==> config.mk <==
export PLATFORM = sky130hd
export DESIGN_NAME = code_fetch_flat
export DESIGN_NICKNAME = d
export VERILOG_FILES = /design/src/rtl/code_fetch_pkg.sv /design/src/rtl/code_fetch_if.sv /design/src/rtl/code_fetch_fifo.sv /design/src/rtl/code_fetch.sv /design/src/flat_wrapper.sv
export SDC_FILE = /design/constraint.sdc
export NUM_CORES = 1
export LEC_CHECK = 0
export CORE_MARGIN = 3
export CORE_UTILIZATION = 45
export DETAILED_ROUTE_END_ITERATION = 6
export GPL_TIMING_DRIVEN = 0
export PLACE_DENSITY = 0.7
export SLEW_MARGIN = 25
export SYNTH_ARGS = -nofsm -noshare
export SYNTH_HDL_FRONTEND = slang
export SYNTH_HIERARCHICAL = 1
export SYNTH_SLANG_ARGS = --single-unit
==> constraint.sdc <==
create_clock -name clk -period 10.6 [get_ports clk]
set_input_delay 1.59 -clock clk [delete_from_list [all_inputs] [get_ports clk]]
set_output_delay 1.59 -clock clk [all_outputs]
set_load 0.1 [all_outputs]
==> src/rtl/code_fetch_pkg.sv <==
// Shared constants, entry type and helpers for the code fetch front end.
package code_fetch_pkg;

    localparam int CF_ADDR_W = 8;
    localparam int CF_DATA_W = 32;
    localparam int CF_DEPTH  = 4;

    localparam logic [15:0] DROP_MAX = 16'hFFFF;

    typedef struct packed {
        logic [31:0]          pc;
        logic [CF_DATA_W-1:0] data;
    } fetch_entry_t;

    function automatic logic [15:0] sat_inc16(input logic [15:0] v);
        return (v == DROP_MAX) ? v : v + 16'd1;
    endfunction

endpackage

==> src/rtl/code_fetch_if.sv <==
// Code memory read port plus the tagged instruction valid/ready stream.
interface code_fetch_if #(
    parameter int ADDR_W = 8,
    parameter int DATA_W = 32
) ();

    logic              mem_rd;
    logic [ADDR_W-1:0] mem_addr;
    logic [DATA_W-1:0] mem_data;
    logic [DATA_W-1:0] instr;
    logic [31:0]       instr_pc;
    logic              instr_valid;
    logic              instr_ready;

    modport master (
        output mem_rd, mem_addr, instr, instr_pc, instr_valid,
        input  mem_data, instr_ready
    );

    modport slave (
        input  mem_rd, mem_addr, instr, instr_pc, instr_valid,
        output mem_data, instr_ready
    );

endinterface

==> src/rtl/code_fetch_fifo.sv <==
// Small synchronous FIFO of fetch entries with first-word fall-through head.
module code_fetch_fifo
    import code_fetch_pkg::*;
#(
    parameter int  DEPTH   = CF_DEPTH,
    parameter type entry_t = fetch_entry_t
) (
    input  logic   clk,
    input  logic   reset,
    input  logic   push,
    input  logic   pop,
    input  logic   flush,
    input  entry_t wdata,
    output logic   full,
    output logic   empty,
    output entry_t head
);

    localparam int PW = $clog2(DEPTH);

    logic [PW:0] wr_ptr, rd_ptr;
    entry_t      mem [DEPTH];
    logic        do_push, do_pop;

    assign empty   = (wr_ptr == rd_ptr);
    assign full    = (wr_ptr[PW] != rd_ptr[PW]) && (wr_ptr[PW-1:0] == rd_ptr[PW-1:0]);
    assign do_pop  = pop && !empty;
    // A push into a full FIFO still lands when the head leaves in the same cycle.
    assign do_push = push && (!full || do_pop);
    assign head    = mem[rd_ptr[PW-1:0]];

    always_ff @(posedge clk) begin
        if (reset) begin
            wr_ptr <= '0;
            rd_ptr <= '0;
            for (int i = 0; i < DEPTH; i++) mem[i] <= '0;
        end else if (flush) begin
            rd_ptr <= wr_ptr;
        end else begin
            if (do_push) begin
                mem[wr_ptr[PW-1:0]] <= wdata;
                wr_ptr              <= wr_ptr + 1'b1;
            end
            if (do_pop) rd_ptr <= rd_ptr + 1'b1;
        end
    end

endmodule

==> src/rtl/code_fetch.sv <==
// Fetch front end: sequence check, code memory read, pending stage, tagged FIFO.
module code_fetch
    import code_fetch_pkg::*;
#(
    parameter int ADDR_W = CF_ADDR_W,
    parameter int DATA_W = CF_DATA_W,
    parameter int DEPTH  = CF_DEPTH
) (
    input  logic          clk,
    input  logic          reset,
    input  logic [31:0]   count,
    code_fetch_if.master  bus,
    output logic          oob,
    output logic          overflow,
    output logic [15:0]   drop_cnt
);

    typedef struct packed {
        logic [31:0]       pc;
        logic [DATA_W-1:0] data;
    } entry_t;

    localparam logic [32:0] ADDR_SPAN = 33'd1 << ADDR_W;

    logic [31:0] last_count, pend_pc;
    logic        have_last, pend_valid;
    logic        disc, in_range, push, pop, drop, full, empty;
    entry_t      head, wdata;

    // 32-bit wrap: 0xFFFFFFFF -> 0 counts as continuous.
    assign disc     = have_last && (count != last_count + 32'd1);
    assign in_range = ({1'b0, count} < ADDR_SPAN);

    assign bus.mem_rd   = !reset && in_range;
    assign bus.mem_addr = count[ADDR_W-1:0];

    // The word landing during a discontinuity belongs to the old stream.
    assign push  = pend_valid && !disc;
    assign pop   = bus.instr_valid && bus.instr_ready;
    assign drop  = push && full && !pop;
    assign wdata = '{pc: pend_pc, data: bus.mem_data};

    assign bus.instr_valid = !empty && !disc;
    assign bus.instr       = head.data;
    assign bus.instr_pc    = head.pc;

    code_fetch_fifo #(
        .DEPTH   (DEPTH),
        .entry_t (entry_t)
    ) u_fifo (
        .clk   (clk),
        .reset (reset),
        .push  (push),
        .pop   (pop),
        .flush (disc),
        .wdata (wdata),
        .full  (full),
        .empty (empty),
        .head  (head)
    );

    always_ff @(posedge clk) begin
        if (reset) begin
            last_count <= '0;
            have_last  <= 1'b0;
            pend_valid <= 1'b0;
            pend_pc    <= '0;
            oob        <= 1'b0;
            overflow   <= 1'b0;
            drop_cnt   <= '0;
        end else begin
            last_count <= count;
            have_last  <= 1'b1;
            pend_valid <= bus.mem_rd;
            pend_pc    <= count;
            if (!in_range) oob <= 1'b1;
            if (drop) begin
                overflow <= 1'b1;
                drop_cnt <= sat_inc16(drop_cnt);
            end
        end
    end

endmodule

==> src/flat_wrapper.sv <==
// flat-port wrapper written by rule: the top's interface ports become plain ports
module code_fetch_flat import code_fetch_pkg::*;
#(
    parameter int ADDR_W = CF_ADDR_W,
    parameter int DATA_W = CF_DATA_W,
    parameter int DEPTH  = CF_DEPTH
)
  (clk, reset, count, oob, overflow, drop_cnt, bus_mem_rd, bus_mem_addr, bus_instr, bus_instr_pc, bus_instr_valid, bus_mem_data, bus_instr_ready);
  code_fetch_if #(.ADDR_W(ADDR_W), .DATA_W(DATA_W)) bus_i ();
  input  logic clk;
  input  logic reset;
  input  logic [31:0] count;
  output logic oob;
  output logic overflow;
  output logic [15:0] drop_cnt;
  output wire logic [$bits(bus_i.mem_rd)-1:0] bus_mem_rd;
  output wire logic [$bits(bus_i.mem_addr)-1:0] bus_mem_addr;
  output wire logic [$bits(bus_i.instr)-1:0] bus_instr;
  output wire logic [$bits(bus_i.instr_pc)-1:0] bus_instr_pc;
  output wire logic [$bits(bus_i.instr_valid)-1:0] bus_instr_valid;
  input wire logic [$bits(bus_i.mem_data)-1:0] bus_mem_data;
  input wire logic [$bits(bus_i.instr_ready)-1:0] bus_instr_ready;
  assign bus_mem_rd = bus_i.mem_rd;
  assign bus_mem_addr = bus_i.mem_addr;
  assign bus_instr = bus_i.instr;
  assign bus_instr_pc = bus_i.instr_pc;
  assign bus_instr_valid = bus_i.instr_valid;
  assign bus_i.mem_data = bus_mem_data;
  assign bus_i.instr_ready = bus_instr_ready;
  code_fetch #(.ADDR_W(ADDR_W), .DATA_W(DATA_W), .DEPTH(DEPTH)) u_core (.clk(clk), .reset(reset), .count(count), .bus(bus_i), .oob(oob), .overflow(overflow), .drop_cnt(drop_cnt));
endmodule
==> flow_summary.ini <==
[layout]
fin_area_um2 = 18100
num_antenna_cells = 0
syn2layout_area_growth_pct = 25.0
fin_nets = 1418
drive_gt1_share_pct = 14.7
fin_cells = 1774

[yosys]
ys_warn_count = 6
yosys-top-cells-area = edfxtp_1 53%, mux4_2 9.9%, dfxtp_1 8.3%
synthesis.instances = 1137
ys_seq_elements = 316
ys_top_cells_by_count = 276 x nor2_1, 256 x edfxtp_1, 87 x nand2_1, 64 x mux4_2, 60 x dfxtp_1
yosys.cell_count.top_type = nor2_1
syn_avg_cell_area_um2 = 12.7
synth_area_um2 = 14500
ys_seq_area_share_pct = 61.3
yosysTopAreaCell = edfxtp_1
ys_types = 65
synth_edf_count = 256
netlist.area_leader.share_pct = 53.1
synth_nets = 1208
synth_ff_type = edfxtp_1
synthArstFlopShare_pct = 0

[drt]
avgRoutedWirePerCell_um = 19.7
routed_wl_mm = 35.0
via_per_inst = 5.57
ant_nets = 0
first_iter_violations = 766
remaining_drc_errors = 0
first_pass_iters = 5
vias = 9888

[clock_tree]
post_cts_buffers = 0
cts_buffer_depth = 3
worstSkewPairLatency_ns = 0.51
cts-htree-levels = 2
cts-root-buf = clkbuf_16
cts_buffers = 35
cts.repair.resized = 0
hold_buffers = 0
clkSinkCount = 316
cts_tree = yes
clk_pin_slew_ns = 0.06

[power_and_ir_drop]
ir_drop_mv = 0.109
seq_power_share_pct = 46.9
p_comb_share_pct = 12.7
switching_share_pct = 25.0
p_per_area_nw_per_um2 = 165
p_switching_mw = 0.747
internal_power_mw = 2.24
p_leak_nw = 6.28
power_frac_clock_pct = 40.4

[timing]
max-slew-margin-rel_pct = 27.8
worst_pin_slew_ns = 1.08
period_share_pct = 70.1
finClkSkew_ns = 0.0229
layout_setup_ws_ns = 3.17
period_minus_slack_ns = 7.43
fmax_mhz = 135
finalSetupViolCount = 0
rsz0062_at_grt = false
hold_viol_final = 0
finalMaxSlewViolations = 0

[floorplanning]
rows = 65
initial_core_util_pct = 45.8
dieWidth_um = 185
ios = 159
die_area_um2 = 34400
fp.dieH_um = 185
core_area_um2 = 31600

[global_routing]
grt_pass1_vias = 9940
antenna_found_initial = 0
grt_pass1_wl_mm = 54.7
grt_usage_pct = 20.4
grt_max_degree = 38
gr-total-overflow = 0

[placed_design]
dp.cells = 1712
globalplace.congestion = 0.849
hpwlAfterDp_mm = 23.8
port_buffers = 158
preCtsSetupSlack_ns = 3.15
placed_area_um2 = 17000

[critical_path]
crit_fanout = 10
start_kind = input port
arrival_ns = 5.84
cp.required_ns = 9.01
cp-end-kind = output port
worstSetupPathType = input port to output port

[flow_run]
max_cap_violations = 0

[worst_hold_path]
hold_path.class = register to register

[status]
status = complete, no violations
-- cells in the final DEF, fill, tap and decap left out, drive strengths merged, types with 4 or more instances in the layout --
master,count
nor2,276
edfxtp,256
clkdlybuf4s50,156
nand2,87
clkbuf,70
buf,69
mux4,64
dfxtp,60
nor2b,43
xnor2,27
o21ai,23
a21oi,20
nand3,18
nand4,17
xor2,17
nor3,13
nor4,11
and3,10
or3,10
and4,10
clkinv,10
a31oi,9
inv,9
o31ai,6
o21a,5
a41oi,5
a211oi,4
nand2b,4
or4,4
ha,4
and2,4
nor4b,4
-- power groups by stage --
| stage | combinational (mW) | clock, mW | sequential (mW) |
|---|---|---|---|
| after CTS | 0.384 | 1.23 | 1.40 |
| final | 0.380 | 1.21 | 1.40 |
| after detailed placement | 0.383 | 0 | 1.43 |
| after floorplan | 0.263 | 0 | 1.43 |
| after global placement | 0.365 | 0 | 1.44 |
| after global routing | 0.397 | 1.28 | 1.41 |
-- final timing paths --
kind	slack, ns	start	cells past startpoint	end
worst max-delay path	3.17	count[24]	10	bus_instr_valid
worst min-delay path	0.49	u_core/overflow$_SDFFE_PP0P_	1	u_core/overflow$_SDFFE_PP0P_
worst max register to register	5.10	u_core/pend_pc[0]$_SDFF_PP0_	14	u_core/u_fifo/mem[1][32]$_SDFFCE_PN0P_
worst min register to register	0.49	u_core/overflow$_SDFFE_PP0P_	1	u_core/overflow$_SDFFE_PP0P_
-- kinds of logic (layout without fill, tap and decap cells) --
kind of cell / Yosys count / count (layout) / synth area share [%]
and+or+nand+nor: 524 / 524 / 16.7
DFF: 316 / 316 / 61.3
AOI/OAI and AO/OA: 98 / 98 / 4.93
buffers and inverters: 84 / 319 / 3.67
muxes: 67 / 67 / 10.2
xor gates and xnor gates: 44 / 44 / 2.82
adders and majority gates: 4 / 4 / 0.345
-- state kept, by name, summed over array words and instances, names as in the netlist, named ones only --
signal,flops
u_core/u_fifo/mem,256
u_core/pend_pc,32
u_core/drop_cnt,16
u_core/u_fifo/rd_ptr,3
u_core/u_fifo/wr_ptr,3
u_core/have_last,1
u_core/oob,1
u_core/overflow,1
u_core/pend_valid,1
-- critical path, cell delays in order --
cell and delay (ns):
clkdlybuf4s50_1 0.51, xnor2_1 0.12, or3_1 0.35, a211oi_1 0.22, or4b_1 0.48, a2111oi_2 0.49
nor4b_4 0.43, nor2_1 0.28, nor2_1 0.21, clkdlybuf4s50_1 1.16
-- layer usage --
layer | global-route usage [%] | up-vias | share of wire (%)
met1 | 27.6 | 4887 | 42
li1 | - | 4609 | -
met4 | 4.62 | 0 | 1.9
met2 | 34.9 | 346 | 49
met3 | 3.46 | 46 | 6.8
met5 | 0 | - | 0
-- per-stage QoR --
stage	power, mW	hold WS (ns)	utilization, %	setup TNS, ns
final	2.99	0.489	57.3	0
after global placement	1.80	0.453	52.4	-624.70
after floorplan	1.69	0.560	-	0
after global routing	3.09	0.498	57.3	0
after CTS	3.02	0.484	57.3	0
after detailed placement	1.81	0.457	53.6	0
-- cell type report --
| class | instances | area (µm²) |
|---|---|---|
| Fill cell | 2593 | 13500 |
| Buffer | 76 | 502 |
| Clock buffer | 46 | 1000 |
| Timing Repair Buffer | 173 | 1920 |
| Inverter | 8 | 30.0 |
| Sequential cell | 316 | 8890 |
| Multi-Input combinational cell | 737 | 5110 |
| Clock inverter | 16 | 156 |
| Tap cell | 402 | 503 |
(Power assumes the default switching activity.)
